$ cat src/rtl/fetch_unit.sv
// Instruction fetch stage: owns the PC, drives the instruction-memory address,
// and registers the fetched word. It also applies decode-stage redirects
// (branch, jump, jr) with a one-bubble flush, and stops on self-loops or
// illegal fetch addresses.
module fetch_unit #(
  parameter logic [31:0] RESET_PC  = 32'h00000000,
  parameter int          MEM_WORDS = 128
) (
  input  logic        Clk,
  input  logic        Reset,
  input  logic        Stall,
  input  logic        Branch,
  input  logic [15:0] BranchOffset,
  input  logic        Jump,
  input  logic [25:0] JumpIndex,
  input  logic        JumpReg,
  input  logic [31:0] JumpRegAddr,
  input  logic [31:0] Instruction,
  output logic [31:0] PCAddress,
  output logic [31:0] IF_Instruction,
  output logic [31:0] IF_PCPlus4,
  output logic        IF_Valid,
  output logic        Halted,
  output logic        Fault
);

  // First byte address past the end of instruction memory.
  localparam logic [31:0] PC_LIMIT = 32'(MEM_WORDS * 4);

  typedef enum logic [1:0] {
    BOOT = 2'd0,
    RUN  = 2'd1,
    HALT = 2'd2
  } state_t;

  state_t      state_q, state_d;
  logic [31:0] pc_q, pc_d;
  logic [31:0] if_instr_q, if_instr_d;
  logic [31:0] if_pcplus4_q, if_pcplus4_d;
  logic        if_valid_q, if_valid_d;
  logic        halted_q, halted_d;
  logic        fault_q, fault_d;

  logic        redirect;
  logic [31:0] target;
  logic [31:0] branch_target;
  logic [31:0] jump_target;
  logic        jr_misaligned;
  logic        self_loop;

  // Redirect target selection (JumpReg > Jump > Branch) and hazard detection.
  always_comb begin
    branch_target = if_pcplus4_q + {{14{BranchOffset[15]}}, BranchOffset, 2'b00};
    jump_target   = {if_pcplus4_q[31:28], JumpIndex, 2'b00};
    redirect      = if_valid_q && (JumpReg || Jump || Branch);
    jr_misaligned = JumpReg && (JumpRegAddr[1:0] != 2'b00);
    if (JumpReg) begin
      target = JumpRegAddr;
    end else if (Jump) begin
      target = jump_target;
    end else begin
      target = branch_target;
    end
    // A redirect back to the word that issued it can never make progress.
    self_loop = (target == (if_pcplus4_q - 32'd4));
  end

  // Next-state and next-register computation; everything holds by default.
  always_comb begin
    state_d      = state_q;
    pc_d         = pc_q;
    if_instr_d   = if_instr_q;
    if_pcplus4_d = if_pcplus4_q;
    if_valid_d   = if_valid_q;
    halted_d     = halted_q;
    fault_d      = fault_q;

    case (state_q)
      BOOT: begin
        if_valid_d = 1'b0;
        state_d    = RUN;
      end
      RUN: begin
        if (!Stall) begin
          if (redirect) begin
            if_valid_d = 1'b0;
            if (jr_misaligned) begin
              // Fault wins over a coincident self-loop; PC is left alone.
              fault_d  = 1'b1;
              halted_d = 1'b0;
              state_d  = HALT;
            end else if (self_loop) begin
              halted_d = 1'b1;
              pc_d     = target;
              state_d  = HALT;
            end else begin
              pc_d = target;
            end
          end else if (pc_q >= PC_LIMIT) begin
            // Out-of-range fetch: do not latch whatever memory returned.
            if_valid_d = 1'b0;
            fault_d    = 1'b1;
            state_d    = HALT;
          end else begin
            if_instr_d   = Instruction;
            if_pcplus4_d = pc_q + 32'd4;
            if_valid_d   = 1'b1;
            pc_d         = pc_q + 32'd4;
          end
        end
      end
      HALT: begin
        if_valid_d = 1'b0;
      end
      default: begin
        if_valid_d = 1'b0;
        state_d    = BOOT;
      end
    endcase
  end

  // State and datapath registers with asynchronous active-low reset.
  always_ff @(posedge Clk or negedge Reset) begin
    if (!Reset) begin
      state_q      <= BOOT;
      pc_q         <= RESET_PC;
      if_instr_q   <= 32'd0;
      if_pcplus4_q <= 32'd0;
      if_valid_q   <= 1'b0;
      halted_q     <= 1'b0;
      fault_q      <= 1'b0;
    end else begin
      state_q      <= state_d;
      pc_q         <= pc_d;
      if_instr_q   <= if_instr_d;
      if_pcplus4_q <= if_pcplus4_d;
      if_valid_q   <= if_valid_d;
      halted_q     <= halted_d;
      fault_q      <= fault_d;
    end
  end

  assign PCAddress      = pc_q;
  assign IF_Instruction = if_instr_q;
  assign IF_PCPlus4     = if_pcplus4_q;
  assign IF_Valid       = if_valid_q;
  assign Halted         = halted_q;
  assign Fault          = fault_q;

endmodule

$ cat config.mk
export PLATFORM = sky130hd
export DESIGN_NAME = fetch_unit
export DESIGN_NICKNAME = d
export VERILOG_FILES = /design/src/rtl/fetch_unit.sv
export SDC_FILE = /design/constraint.sdc
export NUM_CORES = 1
export LEC_CHECK = 0
export BUFFER_PORTS_ARGS = -buffer_cell sky130_fd_sc_hd__buf_2
export CAP_MARGIN = 0
export CELL_PAD_IN_SITES_DETAIL_PLACEMENT = 1
export CELL_PAD_IN_SITES_GLOBAL_PLACEMENT = 1
export CORE_ASPECT_RATIO = 0.9
export CORE_UTILIZATION = 25
export DETAILED_ROUTE_END_ITERATION = 10
export PLACE_DENSITY = 0.53
export SYNTH_ARGS = -nofsm -noshare
export SYNTH_HDL_FRONTEND = slang
export SYNTH_SLANG_ARGS = --single-unit
$ cat constraint.sdc
create_clock -name Clk -period 10.19 [get_ports Clk]
set_input_delay 3.057 -clock Clk [delete_from_list [all_inputs] [get_ports Clk]]
set_output_delay 3.057 -clock Clk [all_outputs]
set_load 0.01 [all_outputs]
### After elaboration in Yosys (flattened, before gate mapping)

Cells that the tools add are included.

| word-level totals | value |
|---|---|
| register bits | 101 |
| latch bits | 0 |
| RAM bits | 0 |
| memory bits (read-only) | 0 |
| bits of input ports | 112 |
| output and inout bits | 99 |
| word-level logic and storage cells | 57 |
| memories | 0 |

| operators by class | value |
|---|---|
| $add $sub $neg | 3 |
| multiply operators | 0 |
| divide/modulo/power cells | 0 |
| magnitude comparators | 1 |
| equality and inequality tests | 9 |
| shift operators | 0 |
| mux-type cells | 20 |
| bitwise logic cells | 4 |
| reductions and logical operators | 13 |

Operator list:

| cell | count |
|---|---|
| $mux W32 | 5 |
| $add A32 B3 Y32 const B | 1 |
| $add A32 B32 Y32 | 1 |
| $eq A32 B32 Y1 | 1 |
| $ge A32 B10 Y1 const B | 1 |
| $sub A32 B3 Y32 const B | 1 |
| $reduce_and A4 Y1 | 5 |
| $mux W2 | 5 |
| $mux W1 | 9 |
| $ne A2 B2 Y1 const B | 3 |
| $pmux W2 S3 | 1 |
| $reduce_bool A2 Y1 | 3 |
| $ne A4 B4 Y1 const B | 1 |
| $not A1 Y1 | 4 |
| $ne A3 B3 Y1 const B | 1 |
| $eq A2 B1 Y1 const B | 1 |
| $eq A2 B2 Y1 const B | 1 |
| $logic_and A1 B1 Y1 | 2 |
| $logic_not A2 Y1 | 1 |
| $logic_or A1 B1 Y1 | 2 |
| $ne A2 B1 Y1 const B | 1 |

### Longest topological paths before layout

Gate-level depths: netlist of run 1.

| depth | value |
|---|---|
| depth in word-level cells | 9 |
| depth in mapped cells | 13 |
| mapped depth without buffers | 13 |

### Worst setup path after synthesis of run 1

Ideal clock, no wire load.

| timing | value |
|---|---|
| path type | in2reg |
| from | in BranchOffset[0] |
| to | reg state_q[0] |
| setup time | 0.119 ns |
| arrival | 5.777 ns |
| data required time | 10.071 ns |
| setup slack | 4.294 ns |
| stages | 13 |
| path buffers | 0 |
| cell sequence | ha_1 > inv_1 > fa_1 > nor2b_1 > o21ai_0 > a211oi_1 > o21ai_0 > mux2i_1 > a2111oi_2 > o2111ai_1 > nor4_2 > nand2_1 > o21a_1 |

| on the way | value |
|---|---|
| longest elaborated chain between the ends | 6 |

Ends and longest elaborated chain:

| item | line | RTL |
|---|---|---|
| from (decl) | 13 | `input logic [15:0] BranchOffset,` |
| $add A32 B32 Y32 | 53 | `branch_target = if_pcplus4_q + {{14{BranchOffset[15]}}, BranchOffset, 2'b00};` |
| $mux W32 | 59 | `end else if (Jump) begin` |
| $mux W32 | 57 | `if (JumpReg) begin` |
| $eq A32 B32 Y1 | 65 | `self_loop = (target == (if_pcplus4_q - 32'd4));` |
| $ne A4 B4 Y1 (no line) | - |  |
| $reduce_and A4 Y1 (no line) | - |  |
| to (signal assigned) | 133 | `state_q <= state_d;` |
| to (decl) | 36 | `state_t state_q, state_d;` |

Every way passes these cells.
A chain may end at the register's enable or synchronous reset.

### Worst setup path after layout of run 1

| timing | value |
|---|---|
| from | in Jump |
| to | reg if_pcplus4_q[0] (netlist: IF_PCPlus4[0]) |

| on the way | value |
|---|---|
| longest elaborated chain between the ends | 5 |

Ends and longest elaborated chain:

| item | line | RTL |
|---|---|---|
| from (decl) | 14 | `input logic Jump,` |
| $logic_or A1 B1 Y1 (2 in a row) | 55 | `redirect = if_valid_q && (JumpReg \|\| Jump \|\| Branch);` |
| $logic_and A1 B1 Y1 | 55 |  |
| $not A1 Y1 (no line) | - |  |
| $reduce_and A4 Y1 (no line) | - |  |
| to (signal assigned) | 136 | `if_pcplus4_q <= if_pcplus4_d;` |
| to (decl) | 39 | `logic [31:0] if_pcplus4_q, if_pcplus4_d;` |

Every way passes these cells.

==> results.md, run 1 <==
- Summing all multi-input logic gate instances after layout gives 5630 um^2.
- The worst min-delay path category is reg2reg.
- Of the available clock period, the critical path in the final layout requires between 60 and 70%.
- For the worst-skew pair, the clock arrives at the later sink with an insertion delay of 370 ps.
- The number of maximum-capacitance constraint violations is 0.
- The estimated wirelength of the detail-placed design is 29000 um.
- The post-CTS setup buffer count is 0.
- The synthesized netlist net count is 1141.
- The largest area contributor in the netlist is sky130_fd_sc_hd__dfrtp_1.
- For the worst setup path, the data arrival time is just under 7000 ps.
- Averaged over all synthesized cells, the footprint is 8.51 um^2.
- For this run, the number of Yosys warnings is 0.
- Setup violations remaining at the end of the flow were counted as 0.
- The proportion of power drawn by combinational gates is 17.6%.
- By area the synthesized netlist is led by sky130_fd_sc_hd__dfrtp_1 30%, sky130_fd_sc_hd__mux2_2 5.3%, sky130_fd_sc_hd__ha_1 4.7%, sky130_fd_sc_hd__nand2_1 4.1%, sky130_fd_sc_hd__xnor2_1 3.6%.
- During placement, the flow inserted port buffers numbering 210.
- The number of design-rule violations left by the first detailed-router iteration is 461.
- STA classifies the critical path startpoint as an input pin.
- The count of standard-cell rows is 63.
- During I/O placement, the number of pins put on the boundary was 211.
- The die is 196 um wide.
- The DRC violations left is 0.
- The gate count of the mapped netlist is 996.
- The average vias per placed instance is roughly 5.3.
- The initial antenna violation count is 0.
- For this block, the routed nets add up to 37200 um of wire.
- The cell seen most often among critical-path stages is sky130_fd_sc_hd__buf_4.
- The master of the slowest instance on the critical path is sky130_fd_sc_hd__nor2_4.
- The total cell area at the placement stage is around 10000 um^2.
- After clock tree synthesis, the clock-pin slew on the worst setup and hold paths is 80 ps.
- The first detailed-routing pass ran for 4 iterations.
- For this design the ratio of total power to cell area is 93.0 nW/um^2.
- For this run, the leading register cell type out of synthesis is sky130_fd_sc_hd__dfrtp_1.
- Summing every instance area after synthesis gives 8470 um^2.
- The proportion of layout cells with a drive suffix above 1 is between 20% and 30%.
- The minimum period implied by the final worst setup slack is roughly 6600 ps.
- The CTS tree is done.
- The number of buffers on the longest clock path is 2.
- The max-slew violation count came to 0.
- The worst clock skew on the final layout is 13.0 ps.
- The category of the critical setup timing path is in2reg.
- In the final timing run, aggregate negative setup slack is 0 ps.
- The number of sinks on the clock net is 101.
- The number of register bits inferred by synthesis is 101.
- The count of instances resized after the clock tree is built is 0.
- The async set-reset flop share out of synthesis is between 90% and 100%.
- The maximum level of the CTS H-tree is 3.
- At the worst endpoint, the required time is 10450 ps.
- With fillers left out, the area of the finished cells amounts to 10300 um^2.
- The number of antenna diodes in the final layout is 0.
- The transition at the pin with the smallest max-transition slack is around 1200 ps.
- The floorplan step defined a die boundary enclosing 34600 um^2.
- The sum of overflow across all layers after global routing is 0.
- Of the post-synthesis cell area, the dominant cell type holds 29.8%.
- The total leakage power is ~4.7 nW.
- For this run, the top clock speed supported by timing is 152 MHz.
- The per-cell routed wire length is about 23 um.
- Yosys mapped the design onto approximately 90 distinct sky130hd cell types.
- The pin count of the biggest net entering global routing is between 70 and 80.
- In this run the tightest slew margin relative to its limit is approximately 18%.
- Setup repair after global routing left no endpoint under its margin.
- Of the total power, the share spent switching nets is 31.1%.
- The part of the total power dissipated in sequential elements is 42.7%.
- The most instantiated library cell after synthesis is sky130_fd_sc_hd__dfrtp_1.
- The count of nets left with antenna violations once routing finished came out at 0.
- The tightest hold margin is 498 ps.
- The first global-routing pass estimated 55700 um of wire.
- The clock network fraction of design power is 39.7%.
- For this design the total switching power over the nets is 297 uW.
- The largest stage delay on the critical path is about 850 ps.
- The count of endpoints failing hold in the final timing report is 0.
- The layout has 3976 filler cells.
- Along the worst path, the maximum fanout reaches 40.
- The overall fraction of global-route tracks in use is 21.5%.
- For this configuration, the core starts out at a cell density of 25.5%.
- The sequential cell area fraction in the yosys report is 29.8%.
- Detailed routing inserted a total of just under 9000 vias.
- The sequential standard cell area is about 2500 um^2.
- Across the VDD grid, the largest voltage drop is 0.0663 mV.
- The net count reported at finish is 1317.
- The height of the chip is 177 um.
- The global placer's final weighted congestion is ~0.87.
- The worst setup path is captured at a flip-flop.
- The critical path goes through buf_2 -> buf_4 -> or2_2 -> o21ai_0 -> buf_4 -> and3_1 -> nand4_1 -> nor2_4 -> buf_4 -> mux2_2.
- The synthesized design contains 0 enable-type register cells.
- The cell at the root of the clock tree is sky130_fd_sc_hd__clkbuf_16.
- Clock tree synthesis inserted a total of 9 buffers.
- The area added between synthesis and finish is 21.0%.
- The region available for standard cell placement spans approximately 33000 um^2.
- The number of hold buffers added after CTS was 0.
- The via count of the first global-routing pass is 8710.
- Sorting the synthesized cells by how often they occur yields 101 x sky130_fd_sc_hd__dfrtp_1, 92 x sky130_fd_sc_hd__nand2_1, 78 x sky130_fd_sc_hd__nor2_1.
- The flow ran to the end, and the final reports show no timing, DRC or antenna violations.
- The internal power of the cells is about 660 uW.
==> state kept, by name, indices dropped and copies added (netlist names) <==
register	flops
IF_Instruction	32
IF_PCPlus4	32
PCAddress	32
state_q	2
Fault	1
Halted	1
IF_Valid	1
==> kinds of logic (layout without fill, tap and decap cells) <==
family / Yosys count / in the layout / share of synthesized area [%]
and+or+nand+nor: 387 / 387 / 25.0
AOI/OAI and AO/OA: 280 / 280 / 22.8
DFF: 101 / 101 / 29.8
buffers and inverters: 81 / 261 / 3.83
xor gates and xnor gates: 61 / 61 / 6.65
muxes: 53 / 53 / 6.85
adders and majority gates: 33 / 33 / 4.96
==> power groups by stage <==
| stage | registers [mW] | logic (mW) | clock network (mW) |
|---|---|---|---|
| floorplan | 0.414 | 0.0905 | 0 |
| global placement | 0.415 | 0.167 | 0 |
| detailed placement | 0.415 | 0.167 | 0 |
| CTS | 0.407 | 0.168 | 0.394 |
| global route | 0.408 | 0.184 | 0.402 |
| finish | 0.407 | 0.168 | 0.379 |
==> area by class of cell <==
type / count / share of cell area (%)
sequential: 101 / 24.7
multi-input combinational: 814 / 54.9
timing repair buffer: 221 / 11.1
clock buffer: 9 / 2.20
tap: 455 / 5.55
inverter: 25 / 0.915
clock inverter: 6 / 0.708
==> critical path: cells and delay by family <==
family	cells	cell delay [ps]
mux	1	390
compound gates	1	250
buf+inv	4	1130
simple gates	4	1890
==> worst paths after layout <==
path | from | endpoint | cells after the start | slack, ps
hold / removal | Fault$_DFFE_PN0P_ | Fault$_DFFE_PN0P_ | 1 | 500
min in group asynchronous | Reset | IF_PCPlus4[11]$_DFFE_PN0P_ | 1 | 2600
setup reg to reg | IF_PCPlus4[8]$_DFFE_PN0P_ | state_q[0]$_DFFE_PN0P_ | 11 | 5840
hold reg to reg | Fault$_DFFE_PN0P_ | Fault$_DFFE_PN0P_ | 1 | 500
max in group asynchronous | Reset | IF_Instruction[30]$_DFFE_PN0P_ | 2 | 6210
setup / recovery | Jump | IF_PCPlus4[0]$_DFFE_PN0P_ | 10 | 3620
==> through the flow <==
| stage | utilization, % | setup WS, ps | cells | total power, mW |
|---|---|---|---|---|
| floorplan | - | 4290 | 996 | 0.505 |
| detailed placement | 30.0 | 3220 | 1616 | 0.582 |
| finish | 30.9 | 3620 | 1631 | 0.954 |
| global placement | 30.0 | 3200 | 1616 | 0.582 |
| global route | 30.9 | 3390 | 1631 | 0.993 |
| CTS | 30.9 | 3600 | 1631 | 0.969 |
==> cell usage in the layout, fill, tap and decap left out, types with 8 or more instances in the layout <==
| cell | Yosys | final |
|---|---|---|
| sky130_fd_sc_hd__a21oi_1 | 61 | 61 |
| sky130_fd_sc_hd__or2_2 | 8 | 8 |
| sky130_fd_sc_hd__ha_1 | 32 | 32 |
| sky130_fd_sc_hd__buf_2 | 1 | 209 |
| sky130_fd_sc_hd__buf_4 | 1 | 12 |
| sky130_fd_sc_hd__nand3_1 | 21 | 21 |
| sky130_fd_sc_hd__nand2_1 | 92 | 92 |
| sky130_fd_sc_hd__o22ai_1 | 12 | 12 |
| sky130_fd_sc_hd__inv_1 | 24 | 24 |
| sky130_fd_sc_hd__xnor2_1 | 35 | 35 |
| sky130_fd_sc_hd__nor2b_1 | 31 | 31 |
| sky130_fd_sc_hd__clkbuf_16 | 0 | 9 |
| sky130_fd_sc_hd__mux2_2 | 40 | 40 |
| sky130_fd_sc_hd__or3_1 | 14 | 14 |
| sky130_fd_sc_hd__o2111ai_1 | 9 | 9 |
| sky130_fd_sc_hd__mux2i_1 | 13 | 13 |
| sky130_fd_sc_hd__and3_1 | 10 | 10 |
| sky130_fd_sc_hd__o21ai_0 | 56 | 56 |
| sky130_fd_sc_hd__nor3_1 | 34 | 34 |
| sky130_fd_sc_hd__nor4_1 | 15 | 15 |
| sky130_fd_sc_hd__dfrtp_1 | 101 | 101 |
| sky130_fd_sc_hd__nor2_1 | 78 | 77 |
| sky130_fd_sc_hd__nand4_1 | 27 | 27 |
| sky130_fd_sc_hd__nand2b_1 | 14 | 14 |
| sky130_fd_sc_hd__a211oi_1 | 21 | 21 |
| sky130_fd_sc_hd__xor2_1 | 24 | 24 |
| sky130_fd_sc_hd__o21a_1 | 18 | 18 |
==> layer usage <==
| layer | global-route usage, % | vias up | share of wire (%) |
|---|---|---|---|
| met4 | 3.84 | 0 | 1.1 |
| met5 | 0 | - | 0 |
| met2 | 35.5 | 212 | 47 |
| met1 | 30.3 | 4357 | 48 |
| met3 | 2.42 | 20 | 3.8 |
| li1 | - | 4075 | - |
No activity file was read; power rests on OpenSTA's default activity.
==> inputs of run 2 (changes only) <==
Settings changed: ABC_AREA set to 1, PLACE_DENSITY 0.53 to 0.56.
Clock period 10.19 ns to 6.1 ns, I/O delays scaled along.
==> run 2 against run 1 <==
Worst hold slack worse by 20 ps. Count of clock-buffer cells in the layout is the same. Combinational power rose to 3.9 times the previous value. Clock power is 58% higher. Synthesized cell count grew 35%. Flip-flop and latch count stayed put. Critical path depth up 2. Cell area about the same.
==> results.md, run 2 <==
- The run finished with clean final reports.
- The synthesized netlist net count was 1490 (+31%).
- The count of instances resized after the clock tree is built is 0 (unchanged).
- The number of sinks on the clock net came to 101 (unchanged).
- The total routed wirelength is 35400 um (-4.8%).
- The total leakage power is 5.65 nW (+19%).
- Setup repair after global routing left no endpoint under its margin.
- The transition at the pin with the smallest max-transition slack is 862 ps (-362 ps).
- The part of the total power dissipated in sequential elements is 40.3% (-2.4 points).
- The worst-skew pair later-pin latency is 370 ps (about the same).
- The most instantiated library cell after synthesis is sky130_fd_sc_hd__nand2_1.
- The number of buffers on the longest clock path was 2 (unchanged).
- The number of CTS-inserted buffers came to 9 (unchanged).
- The number of register bits inferred by synthesis is 101 (unchanged).
- The switching fraction of total power is 38.4% (+7.3 points).
- The share of synthesized cell area in and, or, nand and nor gates is 42.1% (+17 points).
- The area added between synthesis and finish is 21.5%.
- The maximum VDD drop is 0.156 mV (+140%).
- The clock network fraction of design power is 28.4% (-11 points).
- The sum of overflow across all layers after global routing is 0 (unchanged).
- The sequential cell area fraction in the yosys report is 30.0% (+0.12 points).
- Leaving out fill and tap cells, the most frequent cells in the layout are 491 x sky130_fd_sc_hd__nand2_1, 209 x sky130_fd_sc_hd__buf_2, 183 x sky130_fd_sc_hd__inv_1, 111 x sky130_fd_sc_hd__nor2_1.
- The pin count of the biggest net entering global routing is 63 (-18%).
- The main combinational cell family by area after synthesis is simple AND/OR/NAND/NOR gates.
- The Yosys warning count is 0 (unchanged).
- The mux contribution to synthesized area came to 0% (-6.9 points).
- The number of input and output port buffers inserted is 210 (unchanged).
- The total area of multi-input combinational cells is 5040 um^2 (-10%).
- The width of the die is 196 um (-0.21%).
- The number of iterations in the first detailed-routing pass is 5 (+1).
- The full die area is 34500 um^2 (-0.41%).
- The proportion of power drawn by combinational gates was 31.3% (+14 points).
- TritonCTS built the clock tree.
- The post-CTS setup buffer count came to 0 (unchanged).
- The worst clock skew on the final layout is 12.3 ps (-0.773 ps).
- The minimum period implied by the final worst setup slack is 4480 ps.
- The tightest min-delay check is of the reg2reg type.
- The area share of xor/xnor cells in the synthesized design is 3.43% (-3.2 points).
- The number of synthesized flops with an enable pin is 0 (unchanged).
- The initial antenna violation count is 1 (+1).
- The average vias per placed instance is 4.64 (-13%).
- The cell sitting at the root of the clock tree is a sky130_fd_sc_hd__clkbuf_16.
- The count of endpoints failing hold in the final timing report is 0 (unchanged).
- The gate count of the mapped netlist is 1345 (+35%).
- The I/O pin count came to 211 (unchanged).
- The maximum level of the CTS H-tree is 3 (unchanged).
- The clock transition time at the flip-flop clock pins of the worst setup and hold paths came to 80 ps (about the same).
- The leading cell type in the layout, fill and taps excluded is sky130_fd_sc_hd__nand2_1.
- The net switching component of the power is 808 uW (+170%).
- The max-slew violation count is 0 (unchanged).
- STA classifies the critical path startpoint as an input pin.
- The synthesized area per cell is 6.27 um^2 (-26%).
- The maximum net fanout on the critical path was 39 (-2.5%).
- The setup violation total in the final timing report is 0 (unchanged).
- The overall fraction of global-route tracks in use is 21.0% (-0.43 points).
- The sequential standard cell area is 2530 um^2 (unchanged).
- The worst slew margin relative to its limit is 42.5% (+24 points).
- The async set-reset flop share out of synthesis is 100% (unchanged).
- The proportion of layout cells with a drive suffix above 1 is 20.3% (-5.9 points).
- The synthesized area came to 8440 um^2 (-0.41%).
- In the synthesized netlist, the cells that appear most often are 491 x sky130_fd_sc_hd__nand2_1, 184 x sky130_fd_sc_hd__inv_1, 111 x sky130_fd_sc_hd__nor2_1.
- The number of maximum-capacitance constraint violations is 0 (unchanged).
- The power per cell area was 205 nW/um^2 (+120%).
- The count of standard-cell rows came to 63 (unchanged).
- The critical path buffer and inverter count is 3 (-1).
- The slowest stage of the critical path belongs to the cell sky130_fd_sc_hd__nor2_2.
- The largest stage delay on the critical path came to 660 ps (-190 ps).
- The compound-gate portion of the synthesized area is 9.18% (-14 points).
- The internal power of the cells is 1.30 mW (+97%).
- Timing would allow up to approximately 220 MHz.
- The startpoint of the most critical hold path is IF_Instruction[9]$_DFFE_PN0P_.
- The number of filler instances in the final layout was 4338 (+9.1%).
- The overall power after layout is 2.10 mW (+120%).
- The top-area cell type share of the netlist area is 30.0% (+0.12 points).
- The net count reported at finish is 1687 (+28%).
- The estimated wirelength of the detail-placed design is 29000 um (about the same).
- The height of the chip is 176 um (-0.21%).
- The initial core utilization is 25.5% (-0.045 points).
- The most critical setup path has its startpoint at JumpReg.
- In the post-synthesis netlist, the biggest area contributors are sky130_fd_sc_hd__dfrtp_1 30%, sky130_fd_sc_hd__nand2_1 22%, sky130_fd_sc_hd__inv_1 8.2%, sky130_fd_sc_hd__nand3_1 6.0%, sky130_fd_sc_hd__nor2_1 4.9%.
- The required time of the critical path came to 6370 ps (-4080 ps).
- The number of antenna-violating nets in the routed design is 0 (unchanged).
- The per-cell routed wire length was 18.0 um (-21%).
- The global placer's final weighted congestion came to 0.839 (-4.0%).
- The final critical path takes up approximately three quarters of the cycle.
- STA classifies the critical path endpoint as a flip-flop.
- The adder and majority gate portion of the synthesized area was 4.98% (+0.021 points).
- The DRC violations left is 0 (unchanged).
- The most used flip-flop cell after synthesis is sky130_fd_sc_hd__dfrtp_1.
- The vias after detailed routing is 9139 (+5.5%).
- The via count of the first global-routing pass is 9503 (+9.1%).
- The standard cell core area is 33100 um^2 (-0.24%).
- The final sum of negative setup slack was 0 ps (unchanged).
- The worst register-to-register path begins at IF_PCPlus4[2]$_DFFE_PN0P_.
- The worst setup path is of the in2reg kind.
- The data arrival time of the worst path is 4750 ps (-2070 ps).
- The number of distinct standard cells referenced by the synthesized netlist is 42 (-54%).
- The largest area contributor in the netlist is sky130_fd_sc_hd__dfrtp_1.
- The cell class contributing the biggest share of worst-path delay is simple AND/OR/NAND/NOR gates.
- The number of hold-repair buffers added at the cts stage is 0 (unchanged).
- The number of design-rule violations left by the first detailed-router iteration is 378 (-18%).
- Traced cell by cell, the critical path runs through buf_2 -> inv_2 -> nand2_1 -> o21ai_2 -> nand3_1 -> nor4_1 -> a21oi_1 -> nor2_2 -> inv_2 -> a21oi_1 -> o21ai_1 -> o21a_1.
- The first-pass GRT wire length is 55000 um (-1.3%).
run 2: cell count changes in the layout (fill, tap and decap cells not counted), moves of 34 or more:
cell,previous run,this run
sky130_fd_sc_hd__inv_1,24,183
sky130_fd_sc_hd__mux2_2,40,0
sky130_fd_sc_hd__nand2_1,92,491
sky130_fd_sc_hd__nand3_1,21,101
sky130_fd_sc_hd__nor2_1,77,111
run 2: area by class of cell:
type	count	share of cell area (%)
antenna	1	0.0244
clock buffer	9	2.20
clock inverter	7	0.659
inverter	197	7.21
multi-input combinational	1015	49.1
sequential	101	24.6
tap	422	5.15
timing repair buffer	218	11.0
run 2: power groups by stage:
stage | Sequential (mW) | Combinational (mW) | Clock [mW]
after floorplan | 0.877 | 0.346 | 0
after global placement | 0.863 | 0.663 | 0
after detailed placement | 0.865 | 0.665 | 0
after CTS | 0.852 | 0.669 | 0.614
after global routing | 0.864 | 0.743 | 0.638
final | 0.848 | 0.658 | 0.597
run 2: logic make-up after synthesis:
| group | count (synthesis) |
|---|---|
| flip-flops | 101 |
| adder cells (fa/ha/maj) | 33 |
| buffers and inverters | 229 |
| AND/OR/NAND/NOR | 813 |
| AO/OA/AOI/OAI | 136 |
| XOR/XNOR | 33 |
run 2: worst register-to-register path: stages, from the launching register on:
cell	delay (ps)
sky130_fd_sc_hd__dfrtp_1	470
sky130_fd_sc_hd__ha_1	310
sky130_fd_sc_hd__inv_1	80
sky130_fd_sc_hd__fa_1	390
sky130_fd_sc_hd__inv_1	140
sky130_fd_sc_hd__nand2_1	110
sky130_fd_sc_hd__nand2_1	80
sky130_fd_sc_hd__nand3_1	100
sky130_fd_sc_hd__nand2_1	170
sky130_fd_sc_hd__nand2_1	70
sky130_fd_sc_hd__nand3_1	90
sky130_fd_sc_hd__nand2_1	110
sky130_fd_sc_hd__o21ai_2	100
sky130_fd_sc_hd__nand2_1	70
sky130_fd_sc_hd__nand2_1	60
sky130_fd_sc_hd__nand2_1	50
sky130_fd_sc_hd__nor2_1	100
sky130_fd_sc_hd__nand2_1	90
sky130_fd_sc_hd__nor2_2	170
sky130_fd_sc_hd__nand2_2	80
sky130_fd_sc_hd__nor2_4	90
sky130_fd_sc_hd__nand2_2	60
sky130_fd_sc_hd__nand3_2	70
sky130_fd_sc_hd__nand3_1	80
run 2: path summary, 6_finish.rpt:
| kind | to | slack (ps) | depth (start not counted) |
|---|---|---|---|
| max | PCAddress[8]$_DFFE_PN0P_ | 1620 | 12 |
| min | IF_Instruction[9]$_DFFE_PN0P_ | 480 | 2 |
| max reg2reg | state_q[0]$_DFFE_PN0P_ | 2810 | 23 |
| min reg2reg | IF_Instruction[9]$_DFFE_PN0P_ | 480 | 2 |
| max in group asynchronous | IF_PCPlus4[27]$_DFFE_PN0P_ | 3410 | 2 |
| min in group asynchronous | IF_PCPlus4[22]$_DFFE_PN0P_ | 1570 | 1 |
run 2: metrics by stage:
stage,util (%),std cells,hold slack (ps),area (um^2),setup WS [ps]
after floorplan,-,1345,493,8440,2200
after global placement,30.1,1953,458,9960,1420
after detailed placement,30.1,1953,459,9960,1230
after CTS,31.0,1969,482,10300,1640
after global routing,31.0,1970,494,10300,1290
final,31.0,1970,477,10300,1620
run 2: routing by layer:
metal	up-vias	share of wire [%]	track usage [%]
li1	4624	-	-
met1	4309	50	29.2
met2	186	45	34.3
met3	20	4.0	3.53
met4	0	1.2	4.07
met5	-	0	0
